==> src/rtl/pipe_pkg.sv <==
// Shared types and constants for the elastic pipeline stage registers.
package pipe_pkg;

    typedef enum logic [1:0] {
        PS_EMPTY = 2'd0,
        PS_ONE   = 2'd1,
        PS_TWO   = 2'd2
    } pipe_state_t;

    localparam int unsigned OCC_W     = 2;
    localparam logic [1:0]  OCC_EMPTY = 2'd0;
    localparam logic [1:0]  OCC_ONE   = 2'd1;
    localparam logic [1:0]  OCC_TWO   = 2'd2;

    // fetch -> decode
    typedef struct packed {
        logic [31:0] pc;
        logic [31:0] instr;
    } fd_payload_t;

    // decode -> execute
    typedef struct packed {
        logic [31:0] pc;
        logic [31:0] op_a;
        logic [31:0] op_b;
        logic [4:0]  rd;
        logic [3:0]  alu_op;
    } de_payload_t;

    // execute -> memory
    typedef struct packed {
        logic [31:0] result;
        logic [31:0] store_data;
        logic [4:0]  rd;
        logic        mem_rd;
        logic        mem_wr;
    } em_payload_t;

    // memory -> writeback
    typedef struct packed {
        logic [31:0] wb_data;
        logic [4:0]  rd;
        logic        wb_en;
    } mw_payload_t;

    localparam int unsigned FD_W = $bits(fd_payload_t);
    localparam int unsigned DE_W = $bits(de_payload_t);
    localparam int unsigned EM_W = $bits(em_payload_t);
    localparam int unsigned MW_W = $bits(mw_payload_t);

    // Number of held entries for a given state.
    function automatic logic [1:0] occ_of(pipe_state_t s);
        logic [1:0] occ;
        occ = OCC_EMPTY;
        case (s)
            PS_ONE:  occ = OCC_ONE;
            PS_TWO:  occ = OCC_TWO;
            default: occ = OCC_EMPTY;
        endcase
        return occ;
    endfunction

endpackage

==> src/rtl/sat_counter.sv <==
// Saturating up-counter with synchronous clear.
module sat_counter #(
    parameter int unsigned W = 16
) (
    input  logic         clk,
    input  logic         nRST,
    input  logic         inc,
    input  logic         clear,
    output logic [W-1:0] count
);

    localparam logic [W-1:0] CNT_MAX = '1;

    // Count up on inc, stick at the maximum value.
    always_ff @(posedge clk or negedge nRST) begin
        if (!nRST) begin
            count <= '0;
        end else if (clear) begin
            count <= '0;
        end else if (inc && (count != CNT_MAX)) begin
            count <= count + W'(1);
        end
    end

endmodule

==> src/rtl/pipe_stage_reg.sv <==
// Elastic valid/ready pipeline register with optional 2-entry skid buffer,
// synchronous flush, occupancy reporting and a saturating stall counter.
module pipe_stage_reg
    import pipe_pkg::*;
#(
    parameter int unsigned      WIDTH         = 32,
    parameter logic [WIDTH-1:0] RESET_PAYLOAD = '0,
    parameter int unsigned      SKID          = 1,
    parameter int unsigned      CNT_W         = 16
) (
    input  logic             clk,
    input  logic             nRST,
    input  logic             in_valid,
    output logic             in_ready,
    input  logic [WIDTH-1:0] in_data,
    input  logic             flush,
    output logic             out_valid,
    input  logic             out_ready,
    output logic [WIDTH-1:0] out_data,
    output logic [1:0]       occupancy,
    output logic [CNT_W-1:0] stall_cnt
);

    pipe_state_t      state, state_n;
    logic [WIDTH-1:0] main_q, main_n;
    logic [WIDTH-1:0] skid_q, skid_n;
    logic             in_xfer;
    logic             out_xfer;

    // With skid the ready is a pure state decode; without it ready looks through to out_ready.
    assign in_ready  = (SKID != 0) ? (state != PS_TWO)
                                   : ((state == PS_EMPTY) || out_ready);
    assign out_valid = (state != PS_EMPTY);
    assign out_data  = main_q;
    assign occupancy = occ_of(state);

    assign in_xfer  = in_valid && in_ready;
    assign out_xfer = out_valid && out_ready;

    // Next state and register loads; flush overrides every handshake.
    always_comb begin
        state_n = state;
        main_n  = main_q;
        skid_n  = skid_q;
        if (flush) begin
            state_n = PS_EMPTY;
            main_n  = RESET_PAYLOAD;
            skid_n  = RESET_PAYLOAD;
        end else begin
            case (state)
                PS_EMPTY: begin
                    if (in_xfer) begin
                        state_n = PS_ONE;
                        main_n  = in_data;
                    end
                end
                PS_ONE: begin
                    if (in_xfer && out_xfer) begin
                        main_n = in_data;
                    end else if (in_xfer) begin
                        state_n = PS_TWO;
                        skid_n  = in_data;
                    end else if (out_xfer) begin
                        state_n = PS_EMPTY;
                    end
                end
                PS_TWO: begin
                    if (out_xfer) begin
                        state_n = PS_ONE;
                        main_n  = skid_q;
                    end
                end
                default: begin
                    state_n = PS_EMPTY;
                end
            endcase
        end
    end

    // State and payload registers.
    always_ff @(posedge clk or negedge nRST) begin
        if (!nRST) begin
            state  <= PS_EMPTY;
            main_q <= RESET_PAYLOAD;
            skid_q <= RESET_PAYLOAD;
        end else begin
            state  <= state_n;
            main_q <= main_n;
            skid_q <= skid_n;
        end
    end

    sat_counter #(
        .W(CNT_W)
    ) u_stall_cnt (
        .clk  (clk),
        .nRST (nRST),
        .inc  (out_valid && !out_ready),
        .clear(1'b0),
        .count(stall_cnt)
    );

endmodule
==> config.mk <==
export PLATFORM = sky130hd
export DESIGN_NAME = pipe_stage_reg
export DESIGN_NICKNAME = d
export VERILOG_FILES = /design/src/rtl/pipe_pkg.sv /design/src/rtl/sat_counter.sv /design/src/rtl/pipe_stage_reg.sv
export SDC_FILE = /design/constraint.sdc
export NUM_CORES = 1
export LEC_CHECK = 0
export ABC_CLOCK_PERIOD_IN_PS = 2600
export BUFFER_PORTS_ARGS = -buffer_cell sky130_fd_sc_hd__buf_2
export CAP_MARGIN = 25
export CELL_PAD_IN_SITES_DETAIL_PLACEMENT = 0
export CELL_PAD_IN_SITES_GLOBAL_PLACEMENT = 2
export CORE_ASPECT_RATIO = 1.75
export CORE_UTILIZATION = 34
export CTS_BUF_LIST = sky130_fd_sc_hd__clkbuf_8
export CTS_CLUSTER_SIZE = 16
export DETAILED_ROUTE_END_ITERATION = 6
export PLACE_DENSITY = 0.86
export SKIP_CTS_REPAIR_TIMING = 1
export SLEW_MARGIN = 30
export SYNTH_ARGS = -nofsm -noshare
export SYNTH_HDL_FRONTEND = slang
export SYNTH_HIERARCHICAL = 1
export SYNTH_SLANG_ARGS = --single-unit
==> constraint.sdc <==
create_clock -name clk -period 2.6 [get_ports clk]
set_clock_uncertainty 0.1 [all_clocks]
set_input_delay 0.65 -clock clk [delete_from_list [all_inputs] [get_ports clk]]
set_output_delay 0.65 -clock clk [all_outputs]
set_load 0.05 [all_outputs]
==> flow_metrics.tcl, run 1 <==
set metrics [dict create \
    grt_max_degree 83 \
    cts_buffer_depth 2 \
    max_slew_margin_pct 55.12 \
    synth.distinct_cells 40 \
    grt_pass1_wl_um 17210 \
    worstSetupPathType "reg -> out" \
    synth_area_per_cell_um2 9.560 \
    tritoncts "done" \
    synth_top_area_share_pct 49.80 \
    dp.final_hpwl_um 6904 \
    regToRegStartpoint "u_stall_cnt/count[1]$_DFFE_PN0P_" \
    dr_total_vias 3345 \
    r2r_end "u_stall_cnt/count[15]$_DFFE_PN0P_" \
    grt_pass1_vias 3397 \
    viasPerCell 5.123 \
    ios 89 \
    hold_slack_ns 0.2086 \
    ir_worst_vdd_v 0.0002886 \
    power.density_mw_per_mm2 563.3 \
    drt_iter0_drc 176 \
    dr.pass1.iters 4 \
    yosysWarnings 6 \
    syn_area_mm2 0.004120 \
    antenna_found_initial 0 \
    rsz0062_at_grt "no" \
    yosysTopAreaCell "dfrtp_1" \
    crit_path_end_kind "output pin" \
    cp_max_fo 14 \
    fin_setup_tns_ns 0 \
    io_buffers 88 \
    initial_utilization_pct 35.18 \
    crit_required_ns 1.85 \
    finalHoldViolations 0 \
    cts_num_sinks 82 \
    fmax_mhz 432.2 \
    nets 551 \
    drc_errors 0 \
    wl_per_cell_um 16.08 \
    drv_slew 0 \
    grt.overflow.total 0 \
    max_cap_viol_count 0 \
    clk_pin_slew_worst_paths_ns 0.08 \
    worstMarginPinSlew_ns 0.6732 \
    syn_inst 431 \
    ys_ff_latch 82 \
    die_width_um 85.22 \
    htree_num_levels 3 \
    die_y_um 147.6 \
    synth_area_leaders "dfrtp_1 50%, nand2_1 12%, mux2_4 11%, a21oi_1 9.2%, buf_6 1.4%" \
    drtAntennaViolNets 0 \
    row_count 52 \
    setup_viol 0 \
    critPathLaunchType "flop" \
    finalCritPeriodShare_pct 88.98 \
    reg2regPathDepth 5 \
    yosysSeqAreaShare_pct 49.80 \
    design.die.area_mm2 0.01258 \
    synth-edff-count 0 \
    grt_usage_pct 17.65 \
    hp-class "in -> async" \
    routed_wl_um 10500 \
    post-route-min-period_ns 2.314 \
    status "complete, no violations" \
    async_flop_share_pct 100.0 \
    arrival_ns 1.56 \
    drive_above_1_share_pct 31.08 \
    num_antenna_cells 0 \
    clkLatencyLatePin_ns 0.35 \
    reg2reg_slack_ns 0.47 \
    clock_tree.root_cell "clkbuf_8" \
    p_leak_nw 2.402 \
    gp_congestion 0.7983 \
    ys.flop_type "dfrtp_1" \
    numCtsBuffers 9 \
    syn_to_final_growth_pct 18.83 \
    core_area_mm2 0.01171 \
]
-- where the power goes --
part | internal, mW | switching (mW)
clock network | 0.365 | 0.470
logic | 0.178 | 0.370
registers | 1.34 | 0.0389
-- cell usage in the layout, fill, tap and decap left out, types with 4 or more instances in the layout --
cell type,instances
buf_2,87
buf_4,8
mux2_1,4
or4_1,5
nor4_1,4
mux2_4,30
nand4_1,6
o31ai_1,7
inv_1,5
nor2_1,8
buf_12,4
nor2b_1,6
clkbuf_8,10
dfrtp_1,82
nand2_1,134
a21oi_1,76
-- Yosys cell counts, types with 2 or more instances --
master / number
nor2_1: 9
nand4_1: 6
and3_1: 2
buf_2: 10
mux2_1: 4
nand3b_1: 2
clkbuf_1: 13
o21ai_1: 3
or4_2: 2
mux2_2: 2
nor4_1: 4
or3_1: 2
dfrtp_1: 82
mux2_4: 30
nand3_1: 3
nor2b_1: 7
a21oi_1: 76
buf_6: 5
and4_2: 2
or4_1: 5
nand2_1: 134
inv_1: 4
o31ai_1: 7
-- registers in the layout (all words and copies together) (netlist names) --
name and flops:
out_data 32, skid_q 32, u_stall_cnt/count 16, state 2
-- routing by layer --
metal  wire length, µm  GRT usage [%]  vias up
met1              4465          21.55     1630
met2              5447          30.65       80
met4               136          6.102        0
met5                 0              0        -
met3               451          3.573        9
li1                  -              -     1626
-- final cells by class --
type | instances | area (µm²)
inverters | 5 | 18.77
flip-flops and latches | 82 | 2052
clock inverters | 6 | 33.78
multi-input cells | 316 | 1909
repair buffers | 99 | 575.6
well taps | 135 | 168.9
fillers | 1180 | 6815
clock buffers | 10 | 137.6
-- cells by family after synthesis --
logic type	Yosys count	share of synthesized area, %
AO/OA/AOI/OAI	92	12.36
adder cells (fa/ha/maj)	1	0.3036
buffers and inverters	34	4.312
flip-flops	82	49.80
multiplexers	37	12.81
other	1	0.09101
AND/OR/NAND/NOR	184	20.32
-- per-stage QoR --
step	power, mW	util [%]	instance area, µm²	setup slack, ns	instances
2_1_floorplan	1.779	-	4124	0.3840	432
3_3_place_gp	1.948	40.34	4725	0.4158	637
3_5_place_dp	1.954	40.34	4725	0.4091	637
4_1_cts	2.817	41.81	4896	0.2382	653
5_1_grt	2.885	41.81	4896	0.1725	653
6_report	2.758	41.81	4896	0.2864	653
-- worst max-delay path by stage --
stage	from	to	slack, ns	cells after the start
floorplan	u_stall_cnt/count[0]$_DFFE_PN0P_	u_stall_cnt/count[15]$_DFFE_PN0P_	0.38	5
CTS	state[1]$_DFFE_PN0P_	occupancy[1]	0.24	2
global placement	out_ready	u_stall_cnt/count[3]$_DFFE_PN0P_	0.42	6
global route	state[1]$_DFFE_PN0P_	occupancy[1]	0.17	2
finish	state[1]$_DFFE_PN0P_	occupancy[1]	0.29	2
detailed placement	out_ready	u_stall_cnt/count[3]$_DFFE_PN0P_	0.41	6
-- worst max-delay path, cell delays in order (launching register included) --
cell	delay [ns]
dfrtp_1	0.44
nor2b_4	0.42
buf_2	0.34
(Power assumes the default switching activity.)
==> run 2, diff against run 1 <==
- ABC_CLOCK_PERIOD_IN_PS: 2600 -> 2700
- CORE_UTILIZATION: 34 -> 37
- PLACE_DENSITY: 0.86 -> 0.92
- clock period: 2.6 -> 2.7 ns (I/O delays scaled with it)
==> flow_metrics.tcl, run 2 (synthesized netlist as in run 1, its figures left out) <==
set metrics [dict create \
    crit_path_end_kind "output pin" \
    ir_worst_vdd_v 0.0003099 \
    use_met1_pct 23.68 \
    grt.overflow.total 0 \
    die_width_um 81.77 \
    clk_pin_slew_worst_paths_ns 0.09 \
    busiest_layer "met2" \
    final_cell_mix "134 x nand2_1, 87 x buf_2, 82 x dfrtp_1" \
    io_buffers 88 \
    place_ws_ns 0.2508 \
    ios 89 \
    finalCritPeriodShare_pct 86.67 \
    row_count 50 \
    power.density_mw_per_mm2 580.3 \
    regToRegStartpoint "state[0]$_DFFE_PN0P_" \
    drive_above_1_share_pct 30.62 \
    dp.final_hpwl_um 6687 \
    critPathLaunchType "flop" \
    cts_num_sinks 82 \
    wl_per_cell_um 15.96 \
    place_inst 630 \
    die_y_um 141.6 \
    setup_viol 0 \
    syn_to_final_growth_pct 18.77 \
    grt_pass1_vias 3291 \
    nets 549 \
    max_slew_margin_pct 53.31 \
    initial_utilization_pct 38.29 \
    routed_wl_um 10310 \
    grtUsageMet2_pct 32.14 \
    dr.pass1.iters 6 \
    hold_slack_ns 0.1883 \
    fillers 1079 \
    core_area_mm2 0.01076 \
    dr_total_vias 3398 \
    max_cap_viol_count 0 \
    setup_slack_ns 0.3599 \
    drc_errors 0 \
    gp_congestion 0.7945 \
    fin_cells 646 \
    hp-class "in -> async" \
    fmax_mhz 427.3 \
    crit_start "state[1]$_DFFE_PN0P_" \
    met3_usage_pct 2.701 \
    finalHoldViolations 0 \
    status "complete, no violations" \
    arrival_ns 1.57 \
    drt_iter0_drc 132 \
    cp_max_fo 13 \
    cts_buffer_depth 2 \
    clkLatencyLatePin_ns 0.36 \
    clock_tree.root_cell "clkbuf_8" \
    final_common_cell "nand2_1" \
    grt_max_degree 67 \
    fin_setup_tns_ns 0 \
    drtAntennaViolNets 0 \
    crit_required_ns 1.92 \
    num_antenna_cells 0 \
    power_mw 2.839 \
    post-route-min-period_ns 2.340 \
    grt_pass1_wl_um 16770 \
    numCtsBuffers 9 \
    tritoncts "done" \
    worstMarginPinSlew_ns 0.7004 \
    antenna_found_initial 0 \
    htree_num_levels 3 \
    rsz0062_at_grt "no" \
    grt_usage_pct 19.29 \
    p_leak_nw 2.407 \
    worstSetupPathType "reg -> out" \
    design.die.area_mm2 0.01158 \
    viasPerCell 5.260 \
    drv_slew 0 \
]
==> run 2: path summary, 6_finish.rpt <==
| kind | cells after the start | slack (ns) | end |
|---|---|---|---|
| max | 2 | 0.36 | occupancy[1] |
| min | 1 | 0.19 | u_stall_cnt/count[2]$_DFFE_PN0P_ |
| max reg2reg | 5 | 0.51 | u_stall_cnt/count[3]$_DFFE_PN0P_ |
| min reg2reg | 1 | 0.41 | out_data[11]$_DFFE_PN0P_ |
| max in group asynchronous | 2 | 1.64 | skid_q[29]$_DFFE_PN0P_ |
| min in group clk | 1 | 0.41 | out_data[11]$_DFFE_PN0P_ |
==> run 2: metal layers <==
metal  vias up  part of all wire (%)  routed length [µm]
li1       1623                     -                   -
met5         -                     0                   0
met4         0                   2.6                 266
met1      1679                    42                4372
met3        18                   3.2                 330
met2        78                    52                5341
==> run 2: through the flow <==
stage	utilization (%)	area, µm²
3_3_place_gp	43.43	4673
5_1_grt	45.48	4893
4_1_cts	45.48	4893
3_5_place_dp	43.43	4673
6_report	45.48	4893
2_1_floorplan	-	4124
==> run 2: final cells by class <==
type                       instances  area, µm²  share of cell area (%)
inverter                           5      18.77                  0.3835
clock inverter                     6      82.58                   1.688
tap                              130      162.7                   3.324
sequential                        82       2052                   41.93
clock buffer                      10      137.6                   2.813
multi-input combinational        316       1904                   38.92
timing repair buffer              97      535.5                   10.94
==> run 2: where the power goes <==
part	total (mW)	internal [mW]	switching (mW)	leakage [nW]
Sequential	1.32	1.29	0.0367	1.11
Clock	0.997	0.540	0.457	0.111
Combinational	0.519	0.164	0.354	1.19
Total	2.84	1.99	0.848	2.41
==> run 2: critical path, stage by stage (launching register included) <==
cell and delay (ns):
dfrtp_1 0.44, nor2b_4 0.42, buf_2 0.35
